==> src/rtl/vga_pkg.sv <==
// Shared VGA geometry plus the UART position-frame layout used by both the
// receive-side decoder and the transmit-side encoder.
package vga_pkg;

  localparam int unsigned HOR_PIXELS = 640;
  localparam int unsigned VER_PIXELS = 480;
  localparam int unsigned BALLSIZE   = 10;
  localparam int unsigned PAD_HEIGHT = 80;

  localparam int unsigned X_W = 11;
  localparam int unsigned Y_W = 10;

  // Largest coordinates that keep the ball / paddle fully on screen.
  localparam int unsigned X_MAX = HOR_PIXELS - BALLSIZE;
  localparam int unsigned Y_MAX = VER_PIXELS - BALLSIZE;
  localparam int unsigned P_MAX = VER_PIXELS - PAD_HEIGHT;

  localparam logic [7:0]  SYNC_BYTE   = 8'hA5;
  localparam int unsigned FRAME_BYTES = 8;

  typedef enum logic [1:0] {
    HUNT  = 2'd0,
    RECV  = 2'd1,
    CHECK = 2'd2
  } uart_frame_state_t;

endpackage

==> src/rtl/uart_link_monitor.sv <==
// Link-alive tracker: link_up rises on a commit and falls once LINK_TIMEOUT
// cycles pass without another commit.
//   clk, rst : clock, synchronous active-high reset
//   commit   : one-cycle strobe for each accepted frame
//   link_up  : registered link-alive flag
module uart_link_monitor #(
  parameter int unsigned LINK_TIMEOUT = 6_500_000
) (
  input  logic clk,
  input  logic rst,
  input  logic commit,
  output logic link_up
);

  localparam int unsigned LC_W = $clog2(LINK_TIMEOUT + 1);

  logic [LC_W-1:0] cnt_q, cnt_d;
  logic            up_q, up_d;

  // Saturating idle counter; link drops the cycle the counter hits the limit.
  always_comb begin
    cnt_d = cnt_q;
    up_d  = up_q;
    if (commit) begin
      cnt_d = '0;
      up_d  = 1'b1;
    end else begin
      if (cnt_q != LC_W'(LINK_TIMEOUT)) cnt_d = cnt_q + LC_W'(1);
      if (cnt_d == LC_W'(LINK_TIMEOUT)) up_d = 1'b0;
    end
  end

  always_ff @(posedge clk) begin
    if (rst) begin
      cnt_q <= '0;
      up_q  <= 1'b0;
    end else begin
      cnt_q <= cnt_d;
      up_q  <= up_d;
    end
  end

  assign link_up = up_q;

endmodule

==> src/rtl/uart_frame_decoder.sv <==
// Turns the UART RX byte stream into ball / player-2 paddle coordinates.
// Frames are A5, x_hi, x_lo, y_hi, y_lo, p_hi, p_lo, xor(B1..B6); a frame is
// committed to all three outputs at once only if every check passes.
//   clk, rst        : clock, synchronous active-high reset
//   rx_data/rx_valid: received byte and its one-cycle strobe
//   x_ball_uart, y_ball_uart, y_player2_uart : committed coordinates
//   frame_ok / frame_err : one-cycle commit / reject pulses
//   link_up         : high while valid frames keep arriving
module uart_frame_decoder
  import vga_pkg::*;
#(
  parameter int unsigned BYTE_TIMEOUT = 100_000,
  parameter int unsigned LINK_TIMEOUT = 6_500_000
) (
  input  logic           clk,
  input  logic           rst,
  input  logic [7:0]     rx_data,
  input  logic           rx_valid,
  output logic [X_W-1:0] x_ball_uart,
  output logic [Y_W-1:0] y_ball_uart,
  output logic [Y_W-1:0] y_player2_uart,
  output logic           frame_ok,
  output logic           frame_err,
  output logic           link_up
);

  localparam int unsigned BT_W     = $clog2(BYTE_TIMEOUT + 1);
  localparam int unsigned IDX_W    = $clog2(FRAME_BYTES);
  localparam int unsigned LAST_IDX = FRAME_BYTES - 3;  // index of B6

  uart_frame_state_t state_q, state_d;
  logic [IDX_W-1:0]  idx_q, idx_d;
  logic [7:0]        csum_q, csum_d;
  logic              rsv_q, rsv_d;
  logic [BT_W-1:0]   bcnt_q, bcnt_d;
  logic [X_W-1:0]    x_sh_q, x_sh_d, x_q, x_d;
  logic [Y_W-1:0]    y_sh_q, y_sh_d, y_q, y_d;
  logic [Y_W-1:0]    p_sh_q, p_sh_d, p_q, p_d;
  logic              ok_q, ok_d, err_q, err_d;
  logic              commit_c, range_ok_c, byte_to_c;

  always_comb begin
    state_d  = state_q;
    idx_d    = idx_q;
    csum_d   = csum_q;
    rsv_d    = rsv_q;
    bcnt_d   = bcnt_q;
    x_sh_d   = x_sh_q;
    y_sh_d   = y_sh_q;
    p_sh_d   = p_sh_q;
    x_d      = x_q;
    y_d      = y_q;
    p_d      = p_q;
    ok_d     = 1'b0;
    err_d    = 1'b0;
    commit_c = 1'b0;

    range_ok_c = (x_sh_q <= 11'(X_MAX)) &&
                 ({1'b0, y_sh_q} <= 11'(Y_MAX)) &&
                 ({1'b0, p_sh_q} <= 11'(P_MAX));

    // A byte arriving in the expiry cycle wins over the timeout.
    byte_to_c = (state_q != HUNT) && !rx_valid &&
                (bcnt_q == BT_W'(BYTE_TIMEOUT - 1));

    if (state_q == HUNT || rx_valid) bcnt_d = '0;
    else                             bcnt_d = bcnt_q + BT_W'(1);

    case (state_q)
      HUNT: begin
        if (rx_valid && rx_data == SYNC_BYTE) begin
          state_d = RECV;
          idx_d   = '0;
          csum_d  = '0;
          rsv_d   = 1'b0;
        end
      end

      RECV: begin
        if (byte_to_c) begin
          err_d   = 1'b1;
          state_d = HUNT;
          bcnt_d  = '0;
        end else if (rx_valid) begin
          csum_d = csum_q ^ rx_data;
          idx_d  = idx_q + IDX_W'(1);
          case (idx_q)
            IDX_W'(0): begin
              x_sh_d[10:8] = rx_data[2:0];
              rsv_d        = rsv_q | (rx_data[7:3] != 5'd0);
            end
            IDX_W'(1): x_sh_d[7:0] = rx_data;
            IDX_W'(2): begin
              y_sh_d[9:8] = rx_data[1:0];
              rsv_d       = rsv_q | (rx_data[7:2] != 6'd0);
            end
            IDX_W'(3): y_sh_d[7:0] = rx_data;
            IDX_W'(4): begin
              p_sh_d[9:8] = rx_data[1:0];
              rsv_d       = rsv_q | (rx_data[7:2] != 6'd0);
            end
            default:   p_sh_d[7:0] = rx_data;
          endcase
          if (idx_q == IDX_W'(LAST_IDX)) state_d = CHECK;
        end
      end

      CHECK: begin
        if (byte_to_c) begin
          err_d   = 1'b1;
          state_d = HUNT;
          bcnt_d  = '0;
        end else if (rx_valid) begin
          state_d = HUNT;
          if (rx_data == csum_q && !rsv_q && range_ok_c) begin
            x_d      = x_sh_q;
            y_d      = y_sh_q;
            p_d      = p_sh_q;
            ok_d     = 1'b1;
            commit_c = 1'b1;
          end else begin
            err_d = 1'b1;
          end
        end
      end

      default: state_d = HUNT;
    endcase
  end

  always_ff @(posedge clk) begin
    if (rst) begin
      state_q <= HUNT;
      idx_q   <= '0;
      csum_q  <= '0;
      rsv_q   <= 1'b0;
      bcnt_q  <= '0;
      x_sh_q  <= '0;
      y_sh_q  <= '0;
      p_sh_q  <= '0;
      x_q     <= X_W'(X_MAX / 2);
      y_q     <= Y_W'(Y_MAX / 2);
      p_q     <= Y_W'(P_MAX / 2);
      ok_q    <= 1'b0;
      err_q   <= 1'b0;
    end else begin
      state_q <= state_d;
      idx_q   <= idx_d;
      csum_q  <= csum_d;
      rsv_q   <= rsv_d;
      bcnt_q  <= bcnt_d;
      x_sh_q  <= x_sh_d;
      y_sh_q  <= y_sh_d;
      p_sh_q  <= p_sh_d;
      x_q     <= x_d;
      y_q     <= y_d;
      p_q     <= p_d;
      ok_q    <= ok_d;
      err_q   <= err_d;
    end
  end

  uart_link_monitor #(
    .LINK_TIMEOUT (LINK_TIMEOUT)
  ) u_link (
    .clk     (clk),
    .rst     (rst),
    .commit  (commit_c),
    .link_up (link_up)
  );

  assign x_ball_uart    = x_q;
  assign y_ball_uart    = y_q;
  assign y_player2_uart = p_q;
  assign frame_ok       = ok_q;
  assign frame_err      = err_q;

endmodule

==> config.mk <==
export PLATFORM = sky130hd
export DESIGN_NAME = uart_frame_decoder
export DESIGN_NICKNAME = d
export VERILOG_FILES = /design/src/rtl/vga_pkg.sv /design/src/rtl/uart_link_monitor.sv /design/src/rtl/uart_frame_decoder.sv
export SDC_FILE = /design/constraint.sdc
export NUM_CORES = 1
export LEC_CHECK = 0
export CAP_MARGIN = 20
export CORE_UTILIZATION = 50
export CTS_CLUSTER_SIZE = 12
export DETAILED_ROUTE_END_ITERATION = 16
export PLACE_DENSITY = 0.79
export SYNTH_ARGS = -nofsm -noshare
export SYNTH_HDL_FRONTEND = slang
export SYNTH_HIERARCHICAL = 1
export SYNTH_SLANG_ARGS = --single-unit
==> constraint.sdc <==
create_clock -name clk -period 3 [get_ports clk]
set_input_delay 0.3 -clock clk [delete_from_list [all_inputs] [get_ports clk]]
set_output_delay 0.3 -clock clk [all_outputs]
set_load 0.01 [all_outputs]
# [Word level (Yosys, flattened, before mapping)]
# Cells that the tools add are included.
[totals] regBits=119 elab_cells=115 output_inout_bits=34 inputBits=11
[op_classes] n_mux=36 reduce_logical=31 addsub=3 bitwise=5 n_lt_le_gt_ge=3 n_eq_ne=19
[ops] operator="$mux W17" n=3
[ops] operator="$mux W23" n=2
[ops] operator="$reduce_and A4 Y1" n=9
[ops] operator="$mux W8" n=3
[ops] operator="$add A23 B1 Y23 const B" n=1
[ops] operator="$eq A23 B23 Y1 const B" n=1
[ops] operator="$ne A23 B23 Y1 const B" n=1
[ops] operator="$le A10 B9 Y1 const B" n=2
[ops] operator="$add A17 B1 Y17 const B" n=1
[ops] operator="$eq A17 B17 Y1 const B" n=1
[ops] operator="$pmux W8 S2" n=1
[ops] operator="$mux W1" n=13
[ops] operator="$mux W2" n=6
[ops] operator="$le A11 B10 Y1 const B" n=1
[ops] operator="$mux W3" n=3
[ops] operator="$ne A3 B3 Y1 const B" n=3
[ops] operator="$eq A8 B8 Y1" n=1
[ops] operator="$eq A8 B8 Y1 const B" n=1
[ops] operator="$xor A8 B8 Y8" n=1
[ops] operator="$logic_and A1 B1 Y1" n=7
[ops] operator="$eq A3 B2 Y1 const B" n=2
[ops] operator="$eq A3 B3 Y1 const B" n=2
[ops] operator="$pmux W1 S2" n=3
[ops] operator="$pmux W2 S3" n=1
[ops] operator="other kinds (20)" n=28

# [Logic depth before layout (Yosys ltp)]
# Gate-level depths: netlist (run 1).
[logic_depth] ltp_word=12 depth_mapped=10 mapped_depth_nobuf=8

# [Hierarchy]
# The synthesis (run 1) kept the hierarchy.
[modules_own_cells] module="uart_frame_decoder" area_each_um2=4282.9 instances=1 cells_per_inst=504 seq_area_each_um2=1901.8
[modules_own_cells] module="uart_link_monitor" area_each_um2=1476.4 instances=1 cells_per_inst=181 seq_area_each_um2=480.5

# [Worst setup path after synthesis (run 1)]
# No wires, ideal clock.
[synth_timing] path_kind="input -> register" from="input port rx_data[2]" to="register u_link.cnt_q[10]" required_time_ns=2.872 slack_ns=0.722 t_arrival_ns=2.150 cell_stages=10 n_path_buf=4 setup_ns=0.128 path_cell_list="buf_2 > xnor2_1 > nand4_1 > or3_1 > buf_2 > nor3_2 > or2_2 > clkbuf_1 > clkbuf_1 > nor2_1"
[synth_between] elab_chain_len=8
[synth_lines] item="start: declaration" line_no="uart_frame_decoder.sv:17" rtl="input logic [7:0] rx_data,"
[synth_lines] item="$eq A8 B8 Y1" line_no="uart_frame_decoder.sv:115" rtl="if (rx_data == csum_q && !rsv_q && range_ok_c) begin"
[synth_lines] item="$logic_and A1 B1 Y1 (2 in a row)" line_no="uart_frame_decoder.sv:115"
[synth_lines] item="$mux W1" line_no="uart_frame_decoder.sv:115"
[synth_lines] item="$mux W1" line_no="uart_frame_decoder.sv:113" rtl="end else if (rx_valid) begin"
[synth_lines] item="$mux W1" line_no="uart_frame_decoder.sv:109" rtl="if (byte_to_c) begin"
[synth_lines] item="$mux W1" line_no="uart_frame_decoder.sv:69" rtl="case (state_q)"
[synth_lines] item="net commit_c" line_no="uart_frame_decoder.sv:40" rtl="logic commit_c, range_ok_c, byte_to_c;"
[synth_lines] item="$reduce_or A2 Y1 (no line)"
[synth_lines] item="end signal: assignment" line_no="uart_link_monitor.sv:38" rtl="cnt_q <= cnt_d;"
[synth_lines] item="end: declaration" line_no="uart_link_monitor.sv:17" rtl="logic [LC_W-1:0] cnt_q, cnt_d;"
# The timed path passes the listed nets, and every way through them passes these cells.
# A chain may end at the register's enable or synchronous reset.

# [Final worst setup path (run 1)]
[layout_timing] from="register u_link.cnt_q[13]" to="register u_link.up_q (netlist: u_link/link_up)"
[layout_between] elab_chain_len=5 word_cells_on_any_way=6
[layout_lines] item="$add A23 B1 Y23 or $ne A23 B23 Y1 (tied branches)" line_no="uart_link_monitor.sv:28" rtl="if (cnt_q != LC_W'(LINK_TIMEOUT)) cnt_d = cnt_q + LC_W'(1);"
[layout_lines] item="$mux W23 *" line_no="uart_link_monitor.sv:28"
[layout_lines] item="$mux W23 *" line_no="uart_link_monitor.sv:24" rtl="if (commit) begin"
[layout_lines] item="$eq A23 B23 Y1 *" line_no="uart_link_monitor.sv:29" rtl="if (cnt_d == LC_W'(LINK_TIMEOUT)) up_d = 1'b0;"
[layout_lines] item="$reduce_bool A2 Y1 (no line) *"
[layout_lines] item="end signal: assignment" line_no="uart_link_monitor.sv:39" rtl="up_q <= up_d;"
[layout_lines] item="end: declaration" line_no="uart_link_monitor.sv:18" rtl="logic up_q, up_d;"
# Mark *: on every way between the ends. The rest lies on a longest branch, timed or not. The select of a mux whose other input is x is not followed.

==> results of run 1 <==
worst max-delay path: cells and delay by family (launching register included):
kind            cells  cell delay [ns]
compound gates      3             0.59
flops               1             0.48
simple gates        3             1.18
synthesized netlist by cell type, types with 2 or more instances:
| library cell | instances | area share |
|---|---|---|
| nand4_1 | 30 | 0.033 |
| nor3b_1 | 6 | 0.0078 |
| mux2i_1 | 11 | 0.019 |
| nor2b_1 | 4 | 0.0043 |
| nor3_2 | 3 | 0.0052 |
| o21a_1 | 2 | 0.0026 |
| and3_1 | 7 | 0.0076 |
| a31oi_1 | 22 | 0.024 |
| buf_6 | 4 | 0.0078 |
| nand2_1 | 67 | 0.044 |
| nor3_1 | 7 | 0.0061 |
| and2_1 | 6 | 0.0065 |
| nor4_2 | 3 | 0.0065 |
| nor2_1 | 61 | 0.040 |
| and4_1 | 4 | 0.0061 |
| ha_1 | 11 | 0.024 |
| or3_1 | 5 | 0.0054 |
| nand2b_1 | 9 | 0.0098 |
| a211oi_1 | 2 | 0.0026 |
| a21o_1 | 2 | 0.0026 |
| o21ai_1 | 26 | 0.023 |
| buf_4 | 4 | 0.0052 |
| clkbuf_1 | 31 | 0.020 |
| nand3_1 | 27 | 0.023 |
| o21ai_0 | 15 | 0.013 |
| xor2_1 | 19 | 0.029 |
| inv_1 | 14 | 0.0091 |
| o31ai_1 | 14 | 0.018 |
| dfxtp_1 | 119 | 0.41 |
| buf_2 | 15 | 0.013 |
| nor4_1 | 28 | 0.030 |
| xnor2_1 | 23 | 0.035 |
| o21bai_1 | 2 | 0.0026 |
| a21oi_1 | 48 | 0.042 |
stage by stage:
stage / power, W / setup slack (ns) / area (um2)
6_report: 0.003913 / 0.6224 / 6845
3_5_place_dp: 0.001842 / 0.4063 / 6233
4_1_cts: 0.003927 / 0.6167 / 6845
2_1_floorplan: 0.001791 / 0.7225 / 5759
3_3_place_gp: 0.001834 / 0.4763 / 6233
5_1_grt: 0.004021 / 0.4646 / 6845
cell families after synthesis:
family                   synth area share
AO/OA/AOI/OAI                      0.1632
XOR/XNOR                          0.06387
adder cells (fa/ha/maj)           0.02390
buffers and inverters             0.05692
flip-flops                         0.4136
multiplexers                      0.01912
AND/OR/NAND/NOR                    0.2594
report_power, final:
| group | switching (W) | total (W) | internal [W] |
|---|---|---|---|
| clock network | 0.000767 | 0.00210 | 0.00133 |
| logic | 0.000141 | 0.000209 | 0.0000678 |
| registers | 0.0000121 | 0.00160 | 0.00159 |
state kept, by name (all words and copies together), names as in the netlist:
register,flops
u_link/cnt_q,23
bcnt_q,17
x_ball_uart,11
x_sh_q,11
p_sh_q,10
y_ball_uart,10
y_player2_uart,10
y_sh_q,10
csum_q,8
idx_q,3
state_q,2
frame_err,1
frame_ok,1
rsv_q,1
u_link/link_up,1
cell usage in the layout (no fill, tap or decap), types with 19 or more instances in the layout:
cell type	n
nor4_1	28
nand4_1	30
dfxtp_1	119
xnor2_1	23
nand3_1	27
nor2_1	61
a21oi_1	48
clkdlybuf4s50_1	43
xor2_1	19
nand2_1	67
a31oi_1	22
o21ai_1	26
how the worst max path moves through the flow:
stage / from / endpoint / slack [ns] / cells after the start
2_1_floorplan: rx_data[2] / u_link/cnt_q[10] / 0.72 / 10
3_3_place_gp: rx_data[6] / csum_q[0] / 0.48 / 7
3_5_place_dp: rx_data[6] / csum_q[0] / 0.41 / 7
4_1_cts: u_link/cnt_q[2] / u_link/link_up / 0.62 / 6
5_1_grt: y_sh_q[9] / u_link/cnt_q[22] / 0.46 / 6
6_report: u_link/cnt_q[13] / u_link/link_up / 0.62 / 6
layer usage:
layer  part of all wire  wire [um]
met1               0.41       5909
met2               0.50       7176
met3              0.058        838
met4              0.030        429
met5                  0          0
layout make-up:
cell class,count,area (um2)
fill,909,4185
multi-input combinational,496,3049
sequential,119,2382
timing repair buffer,62,570.5
clock buffer,18,439.2
tap,140,175.2
clock inverter,14,172.7
inverter,15,56.30
==> qor.csv, run 1 <==
stage,metric,value,unit
detailed_routing,drc,0,
placed_design,place_congestion,0.8815,
global_route,grt_use_met3,0.06165,
hold_path,min_to,p_sh_q[3],
finish,area_delta_synth_final,18.86,%
global_route,grt_util_met1,0.2923,
yosys,async_reset_ff_frac,0,
worst_setup_path,cp-start-kind,flip-flop,
die,placementRows,38,
yosys,synth_flop_cell,dfxtp_1,
hold_path,holdPathStages,2,
clock_tree,postCtsHoldBufs,0,
finish,antennaDiodeCount,0,
worst_setup_path,arrival,2.66,ns
timing,max_slew_margin,0.3864,
power_and_ir_drop,irDropWorstVdd,0.0005212,V
clock_tree,cts_made_buffers,17,
detailed_routing,drt_pass1_iterations,5,
detailed_routing,wl_per_cell,16.61,um
detailed_routing,detail-route-antenna-nets,0,
clock_tree,cts_resized,0,
global_route,grt.busiest_layer,met2,
timing,setup_violations,0,
hold_path,min-delay-path-class,input pin to flip-flop,
timing,rsz0062_at_grt,false,
die,ios,45,
timing,skew,0.007589,ns
finish,final_util,0.6206,
global_route,grt_use_total,0.2529,
yosys,yosysSeqAreaShare,0.4136,
finish,fin_cells,864,
timing,slew_viol_final,0,
die,fp.dieW,109.3,um
finish,fin_nets,733,
worst_setup_path,r2r_slack,0.62,ns
worst_setup_path,cpPeakStageDelay,0.54,ns
yosys,synth-edff-count,0,
worst_setup_path,slowest_stage,or4_4,
die,die_h,109.3,um
clock_tree,htree_levels,4,
timing,min_period,2.378,ns
worst_setup_path,worstReg2RegStart,u_link/cnt_q[13],
global_route,grt_pass1_wl,23390,um
timing,fin_setup_tns,0,ns
detailed_routing,drt_wl_total,14350,um
timing,hold_viol_final,0,
power_and_ir_drop,p_per_area,571.6,mW/mm2
global_route,globalRouteOverflowTotal,0,
global_route,grt_pass1_vias,4923,
power_and_ir_drop,p_leak,2.337,nW
yosys,syn_area_per_cell,8.408,um2
worst_setup_path,end_kind,flip-flop,
timing,max_freq,420.6,MHz
global_route,antenna_found_initial,0,
die,dieArea,0.01195,mm2
clock_tree,cts_tree,built,
placed_design,port_buffers,44,
detailed_routing,avgViaCountPerCell,6.073,
global_route,met2_usage,0.4331,
run,max_cap_violations,0,
worst_setup_path,critPathRequiredTime,3.28,ns
yosys,synthesis.nets,707,
clock_tree,clk_latency,0.42,ns
outcome,status,completed,
clock_tree,clk_pin_slew,0.06,ns
timing,finalCritPeriodShare,0.7925,
worst_setup_path,worstRegToRegCells,6,
placed_design,dp_hpwl,9499,um
clock_tree,postCtsSetupBuffers,0,
hold_path,min_from,rst,
yosys,syn_area,0.005759,mm2
clock_tree,clockBufferDepth,2,
placed_design,dp.cells,832,
timing,worst_pin_slew,0.9143,ns
worst_setup_path,path_cells,or4b_1 > or4_4 > nor4_2 > a311oi_1 > a2111oi_2 > a31oi_1,
yosys,synth_warnings,6,
worst_setup_path,worst-setup-path-type,flip-flop to flip-flop,
worst_setup_path,regToRegEndpoint,u_link/link_up,
finish,drive_gt1_frac,0.09392,
detailed_routing,drt-initial-drc-count,338,
yosys,synth-seq-cells,119,
yosys,synthCells,685,
worst_setup_path,cp_max_fo,8,
die,start_util,0.5221,
clock_tree,cts_root_buffer,clkbuf_16,
clock_tree,clkSinkCount,119,
yosys,synth_cell_types,68,
detailed_routing,num_vias,5247,
global_route,grt_start_max_net_pins,40,
die,coreArea,0.01103,mm2
timing,whs,0.3166,ns
(Power assumes the default switching activity.)
==> inputs of run 2 (changes only) <==
clock period = 2.2 ns   (was 3 ns; I/O delays follow)
==> run 2 against run 1 <==
- the run now ends with negative setup slack left
- global-route usage rose by 1.7 points
- utilization rose by 4.8 points
- first-iteration DRC count rose by 13%
- register-to-register slack got worse by 0.67 ns
- clock-buffer cell count did not move
- total power rose by 29%
- cell count rose by 7.2%
- critical path depth rose by 2
- worst hold slack got worse by 0.054 ns
- sequential share of layout area fell by 2.5 points
- largest cell class unchanged
==> qor.csv, run 2 (same netlist as run 1, synthesis figures left out) <==
stage,metric,value,unit
worst_setup_path,arrival,2.58,ns
timing,skew,0.008619,ns
power_and_ir_drop,irDropWorstVdd,0.0006599,V
global_route,grt_start_max_net_pins,37,
detailed_routing,drc,0,
timing,slew_viol_final,0,
worst_setup_path,critical-path-top-delay-family,compound AO/OA/AOI/OAI gates,
power_and_ir_drop,p_per_area,685.6,mW/mm2
placed_design,place_congestion,0.9387,
clock_tree,clkSinkCount,119,
detailed_routing,drt_pass1_iterations,5,
power_and_ir_drop,clkPwrFrac,0.496,
clock_tree,cts_tree,built,
worst_setup_path,critPathRequiredTime,2.54,ns
finish,antennaDiodeCount,0,
clock_tree,clk_latency,0.42,ns
timing,setup_violations,1,
finish,top_register,u_link/cnt_q,
worst_setup_path,slowest_stage,a311oi_1,
power_and_ir_drop,p_sw_frac,0.2503,
timing,finalWorstSetupSlack,-0.04841,ns
power_and_ir_drop,p_seq_frac,0.432,
finish,drive_gt1_frac,0.1768,
die,placementRows,38,
detailed_routing,num_vias,5568,
outcome,status,"finished, violations left",
worst_setup_path,cp_max_fo,4,
clock_tree,clk_pin_slew,0.06,ns
power_and_ir_drop,power_switching,0.001266,W
finish,mostFrequentLayoutCell,dfxtp_1,
worst_setup_path,cp-start-kind,flip-flop,
timing,worst_pin_slew,0.5415,ns
finish,area_delta_synth_final,28.13,%
detailed_routing,avgViaCountPerCell,6.013,
global_route,grt_pass1_wl,25140,um
clock_tree,htree_levels,4,
worst_setup_path,critPathBufInv,1,
detailed_routing,wl_per_cell,16.59,um
die,die_h,109.3,um
die,start_util,0.5221,
worst_setup_path,worst-setup-path-type,flip-flop to flip-flop,
die,coreArea,0.01103,mm2
timing,hold_viol_final,0,
detailed_routing,drt_wl_total,15360,um
run,max_cap_violations,0,
timing,finalCritPeriodShare,1.022,
worst_setup_path,cpPeakStageDelay,0.53,ns
die,dieArea,0.01195,mm2
global_route,grt_use_total,0.2698,
timing,max_freq,444.8,MHz
clock_tree,cts_made_buffers,17,
power_and_ir_drop,p_leak,2.666,nW
hold_path,min-delay-path-class,input pin to flip-flop,
placed_design,placed_area,0.006709,mm2
clock_tree,clockBufferDepth,2,
placed_design,dp_hpwl,10340,um
finish,top_regs,"u_link/cnt_q: 23 flops, bcnt_q: 17 flops",
timing,min_period,2.248,ns
finish,design_area,0.007380,mm2
placed_design,port_buffers,44,
global_route,antenna_found_initial,0,
power_and_ir_drop,pwr-share-comb,0.072,
worst_setup_path,path_cells,buf_4 > ha_1 > nand3_2 > nor4_1 > xnor2_1 > a311oi_1 > a2111oi_4 > a31oi_1,
timing,max_slew_margin,0.6365,
die,fp.dieW,109.3,um
timing,whs,0.2624,ns
power_and_ir_drop,p_int,0.003793,W
clock_tree,postCtsHoldBufs,0,
outcome,failed_checks,negative setup slack,
clock_tree,cts_root_buffer,clkbuf_16,
finish,final_cell_mix,"dfxtp_1, buf_4, nand2_1",
detailed_routing,drt-initial-drc-count,381,
finish,largest_reg_flops,23,
die,ios,45,
finish,fin_nets,796,
worst_setup_path,end_kind,flip-flop,
timing,rsz0062_at_grt,true,
global_route,globalRouteOverflowTotal,0,
detailed_routing,detail-route-antenna-nets,0,
global_route,grt_pass1_vias,5446,
==> run 2: cell types whose count changed in the layout (fill, tap and decap cells not counted), moves of 2 or more <==
| cell | previous run | this run |
|---|---|---|
| buf_12 | 0 | 5 |
| buf_4 | 18 | 75 |
| bufinv_16 | 3 | 0 |
| clkinv_4 | 3 | 8 |
| inv_6 | 3 | 1 |
| o31ai_1 | 14 | 12 |
| o31ai_2 | 1 | 3 |
==> run 2: stage by stage <==
stage / setup slack, ns / utilization / std cells / TNS, ns / power [W]
floorplan: -0.002160 / - / 685 / -0.002160 / 0.002443
global placement: -0.1406 / 0.6082 / 887 / -3.255 / 0.002571
detailed placement: -0.1644 / 0.6082 / 887 / -4.761 / 0.002583
CTS: 0.02806 / 0.6590 / 918 / 0 / 0.005082
global route: -0.1923 / 0.6690 / 926 / -0.1983 / 0.005218
finish: -0.04841 / 0.6690 / 926 / -0.04841 / 0.005060
==> run 2: cell type report <==
cell class	count	area, um2
multi-input cells	496	3113
clock inverters	13	103.9
inverters	15	56.30
well taps	140	175.2
clock buffers	18	439.2
flip-flops and latches	119	2382
repair buffers	125	1110
fillers	875	3651
==> run 2: layer usage <==
| metal | track usage | up-vias | wire (um) |
|---|---|---|---|
| li1 | - | 2641 | - |
| met1 | 0.3145 | 2666 | 6301 |
| met2 | 0.4564 | 211 | 7645 |
| met3 | 0.05394 | 50 | 860 |
| met4 | 0.1638 | 0 | 550 |
| met5 | 0 | - | 0 |
==> run 2: power by group through the flow <==
stage               registers, W  clock network (W)  logic, W
detailed placement       0.00223                  0  0.000354
global route             0.00218            0.00264  0.000395
global placement         0.00223                  0  0.000344
CTS                      0.00218            0.00254  0.000358
floorplan                0.00223                  0  0.000215
finish                   0.00218            0.00251  0.000367
==> run 2: final timing paths <==
kind	startpoint	to	slack (ns)	cells after the start
setup / recovery	u_link/cnt_q[1]	u_link/link_up	-0.05	8
hold / removal	rst	p_sh_q[5]	0.26	2
setup reg to reg	u_link/cnt_q[1]	u_link/link_up	-0.05	8
hold reg to reg	bcnt_q[0]	bcnt_q[0]	0.45	1
==> run 2: timing repair <==
| action | CTS | global route |
|---|---|---|
| gates cloned | 0 | 0 |
| setup endpoints to repair | 1 | 25 |
| gates resized for setup | 3 | 11 |
| endpoints found under the hold margin | 0 | 0 |
| setup buffers | 0 | 8 |
| pin swaps | 1 | 4 |
